--- config.mk ---
export PLATFORM = sky130hd
export DESIGN_NAME = add_sequencer
export DESIGN_NICKNAME = d
export VERILOG_FILES = /design/src/rtl/add_sequencer.sv
export SDC_FILE = /design/constraint.sdc
export NUM_CORES = 1
export LEC_CHECK = 0
export CAP_MARGIN = 5
export CORE_ASPECT_RATIO = 1.2
export CORE_MARGIN = 2
export CORE_UTILIZATION = 44
export DETAILED_ROUTE_END_ITERATION = 8
export PLACE_DENSITY = 0.76
export SLEW_MARGIN = 20
export SYNTH_ARGS = -nofsm -noshare
export SYNTH_HDL_FRONTEND = slang
export SYNTH_SLANG_ARGS = --single-unit
--- constraint.sdc ---
create_clock -name clk -period 2.97 [get_ports clk]
set_input_delay 0.4455 -clock clk [delete_from_list [all_inputs] [get_ports clk]]
set_output_delay 0.4455 -clock clk [all_outputs]
set_load 0.005 [all_outputs]
--- src/rtl/add_sequencer.sv ---
// Sequences an N*K-bit addition through one external N-bit ripple adder,
// one slice per SETTLE+1 cycles, least-significant slice first.
module add_sequencer #(
    parameter int unsigned N      = 8,
    parameter int unsigned K      = 4,
    parameter int unsigned SETTLE = 2
) (
    input  logic             clk,
    input  logic             rst,
    input  logic             start,
    input  logic [N*K-1:0]   A,
    input  logic [N*K-1:0]   B,
    input  logic             ci,
    output logic             ready,
    output logic             done,
    output logic [N*K-1:0]   S,
    output logic             co,
    output logic [N-1:0]     add_a,
    output logic [N-1:0]     add_b,
    output logic             add_ci,
    input  logic [N-1:0]     add_s,
    input  logic             add_co
);

    localparam int unsigned W  = N * K;
    localparam int unsigned CW = (SETTLE > 0) ? $clog2(SETTLE + 1) : 1;
    localparam int unsigned IW = (K > 1) ? $clog2(K) : 1;
    localparam logic [CW-1:0] CNT_INIT = CW'(SETTLE);
    localparam logic [IW-1:0] IDX_LAST = IW'(K - 1);

    typedef enum logic [1:0] {IDLE, RUN, DONE} state_t;

    state_t        state;
    logic [W-1:0]  a_q;
    logic [W-1:0]  b_q;
    logic [IW-1:0] idx;
    logic [CW-1:0] cnt;
    logic [W-1:0]  a_nxt;
    logic [W-1:0]  b_nxt;

    // Operand copies shift down so the next slice always sits in the low N bits.
    assign a_nxt = a_q >> N;
    assign b_nxt = b_q >> N;

    always_ff @(posedge clk or posedge rst) begin
        if (rst) begin
            state  <= IDLE;
            a_q    <= '0;
            b_q    <= '0;
            idx    <= '0;
            cnt    <= '0;
            ready  <= 1'b1;
            done   <= 1'b0;
            S      <= '0;
            co     <= 1'b0;
            add_a  <= '0;
            add_b  <= '0;
            add_ci <= 1'b0;
        end else begin
            done <= 1'b0;
            case (state)
                IDLE: begin
                    if (start) begin
                        a_q    <= A;
                        b_q    <= B;
                        idx    <= '0;
                        cnt    <= CNT_INIT;
                        add_a  <= A[N-1:0];
                        add_b  <= B[N-1:0];
                        add_ci <= ci;
                        ready  <= 1'b0;
                        state  <= RUN;
                    end
                end
                RUN: begin
                    if (cnt != '0) begin
                        cnt <= cnt - CW'(1);
                    end else begin
                        for (int unsigned i = 0; i < K; i++) begin
                            if (idx == IW'(i)) begin
                                S[i*N +: N] <= add_s;
                            end
                        end
                        if (idx == IDX_LAST) begin
                            co    <= add_co;
                            done  <= 1'b1;
                            state <= DONE;
                        end else begin
                            // Carry between slices travels only through the adder's carry pins.
                            idx    <= idx + IW'(1);
                            a_q    <= a_nxt;
                            b_q    <= b_nxt;
                            add_a  <= a_nxt[N-1:0];
                            add_b  <= b_nxt[N-1:0];
                            add_ci <= add_co;
                            cnt    <= CNT_INIT;
                        end
                    end
                end
                DONE: begin
                    ready <= 1'b1;
                    state <= IDLE;
                end
                default: begin
                    ready <= 1'b1;
                    state <= IDLE;
                end
            endcase
        end
    end

endmodule

==> impl_metrics.env <==
export IMPL_crit_path_max_fanout=64
export IMPL_grt_pass1_wl_um=16200
export IMPL_avgSynthCellArea_um2=14.3
export IMPL_cts_resized=0
export IMPL_cts_sinks=106
export IMPL_fmax_ghz=0.497
export IMPL_nets=548
export IMPL_drc_errors=0
export IMPL_ys_warnings_count=0
export IMPL_synth_distinct_cells=24
export IMPL_setup_violations=0
export IMPL_dp_hpwl_um=6900
export IMPL_final_area_um2=6650
export IMPL_tns_ns=0
export IMPL_critPathLaunchType="register"
export IMPL_worstSkewPairLatency_ns=0.35
export IMPL_rows=42
export IMPL_die_h_um=121
export IMPL_grt_usage_pct=17.1
export IMPL_skew_ns=0.00785
export IMPL_worst_pin_slew_ns=0.702
export IMPL_io_buffer_count=128
export IMPL_crit_path_end_kind="register"
export IMPL_core_um2=11000
export IMPL_fin_total_pwr_w=0.00681
export IMPL_drv_slew=0
export IMPL_hold_viol=0
export IMPL_syn2layout_area_growth_pct=32.9
export IMPL_period_share_pct=67.8
export IMPL_ctsRootBufferMaster="clkbuf_16"
export IMPL_placed_cell_area_um2=6300
export IMPL_vias=2996
export IMPL_start_util_pct=45.3
export IMPL_syn_nets=435
export IMPL_gp_congestion=0.734
export IMPL_grt_antenna_before_repair=0
export IMPL_worstSetupPathType="register to register"
export IMPL_cap_viol_max_count=0
export IMPL_grt_pass1_vias=3260
export IMPL_yosys_top_cells_area="dfrtp_1 53%, mux2_2 25%, mux2_4 3.9%"
export IMPL_syn_inst=351
export IMPL_diodes=0
export IMPL_drt_initial_drc_count=56
export IMPL_whs_ns=0.506
export IMPL_overflow=0
export IMPL_wl_per_cell_um=16.5
export IMPL_dpl_cell_count=585
export IMPL_arrival_ns=2.24
export IMPL_htreeDepth=3
export IMPL_cts_buffers_inserted=9
export IMPL_path_clk_slew_ns=0.07
export IMPL_firstDrtPassIters=4
export IMPL_rsz0062_at_grt="no"
export IMPL_hp_class="register to register"
export IMPL_wl_um=9930
export IMPL_cts_max_path_buffers=2
export IMPL_cts_tree="done"
export IMPL_min_period_ns=2.01
export IMPL_postCtsSetupRepairBufs=0
export IMPL_fp_dieArea_um2=12200
export IMPL_drive_above_1_share_pct=33.0
export IMPL_p_leak_nw=2.95
export IMPL_ant_nets=0
export IMPL_status="finished, final reports clean"
export IMPL_ios=129
export IMPL_ir_drop_mv=0.503
export IMPL_p_per_area_nw_per_um2=1020
export IMPL_grt_max_degree=65
export IMPL_yosysTopAreaCellShare_pct=52.5
export IMPL_ys_seq_elements=106
export IMPL_crit_required_ns=3.20
export IMPL_cts_hold_buffers=0
export IMPL_synth_top_area_cell="dfrtp_1"
export IMPL_synth_area_um2=5000
export IMPL_yosysSeqAreaShare_pct=53.0
export IMPL_die_x_um=101
export IMPL_viasPerCell=4.99
export IMPL_relSlewSlack_pct=53.1
export IMPL_finalNonFillerCells=601
through the flow:
| step | setup slack [ns] | util [%] |
|---|---|---|
| 4_1_cts | 0.950 | 60.3 |
| 3_5_place_dp | 0.784 | 57.1 |
| 3_3_place_gp | 0.819 | 57.1 |
| 6_report | 0.958 | 60.3 |
| 2_1_floorplan | 1.21 | - |
| 5_1_grt | 0.822 | 60.3 |
critical path, cell delays in order (launching register included):
cell	delay [ns]
dfrtp_1	0.36
inv_1	0.11
ha_1	0.23
nand3b_1	0.14
a21oi_4	0.26
buf_12	0.35
mux2_2	0.39
registers in the layout (all words and copies together), names as in the netlist:
name    cells
S          32
a_q        25
b_q        25
add_a       7
add_b       7
cnt         2
idx         2
state       2
add_ci      1
co          1
done        1
ready       1
power breakdown:
group          internal, W  switching [W]
clock             0.000867       0.000513
sequential         0.00205       0.000310
combinational      0.00195        0.00112
total              0.00486        0.00195
synth_stat cells, drive strengths merged:
library cell and instances:
a21o 1, mux2 131, a21oi 1, nand2b 2, mux2i 19, nand2 20, inv 23, buf 31
nor2 1, nand3b 1, a311oi 1, nor2b 1, dfstp 1, nand3 5, o21a 1, dfrtp 105
ha 7
logic make-up (layout without fill, tap and decap cells):
logic type	after synthesis	count (layout)	synth area share (%)
muxes	150	150	34.3
adders and majority gates	7	7	1.75
AOI/OAI and AO/OA	4	4	0.650
DFF	106	106	53.0
buffers and inverters	54	172	6.95
and+or+nand+nor	30	30	3.35
worst paths after layout:
path	slack [ns]	end	depth (start not counted)	from
min in group asynchronous	0.56	add_b[4]	2	rst
min	0.51	a_q[22]	1	a_q[22]
min reg2reg	0.51	a_q[22]	1	a_q[22]
max	0.96	b_q[18]	6	cnt[0]
max reg2reg	0.96	b_q[18]	6	cnt[0]
max in group asynchronous	1.71	ready	3	rst
layout by cell type, fill, tap and decap left out, types with 2 or more instances in the layout:
master	count
buf_12	4
bufinv_16	3
clkbuf_16	9
clkbuf_8	2
clkdlybuf4s50_1	128
clkinv_2	2
dfrtp_1	105
ha_1	7
inv_1	21
mux2_1	6
mux2_2	112
mux2_4	13
mux2i_1	19
nand2_1	20
nand3_1	2
nand3_4	3
routing by layer:
layer	part of all wire (%)	wire length [um]	vias up	track usage, %
met5	0	0	-	0
met4	2.3	233	0	8.02
met3	8.9	882	16	6.24
met2	45	4500	99	26.0
met1	43	4320	1474	21.7
li1	-	-	1407	-
cell type report:
class	instances	area, um^2
fill	870	4390
sequential	106	2650
multi-input combinational	191	2020
timing repair buffer	133	1370
clock buffer	11	253
tap	132	165
clock inverter	5	100
inverter	23	90.1
(Power assumes the default switching activity.)
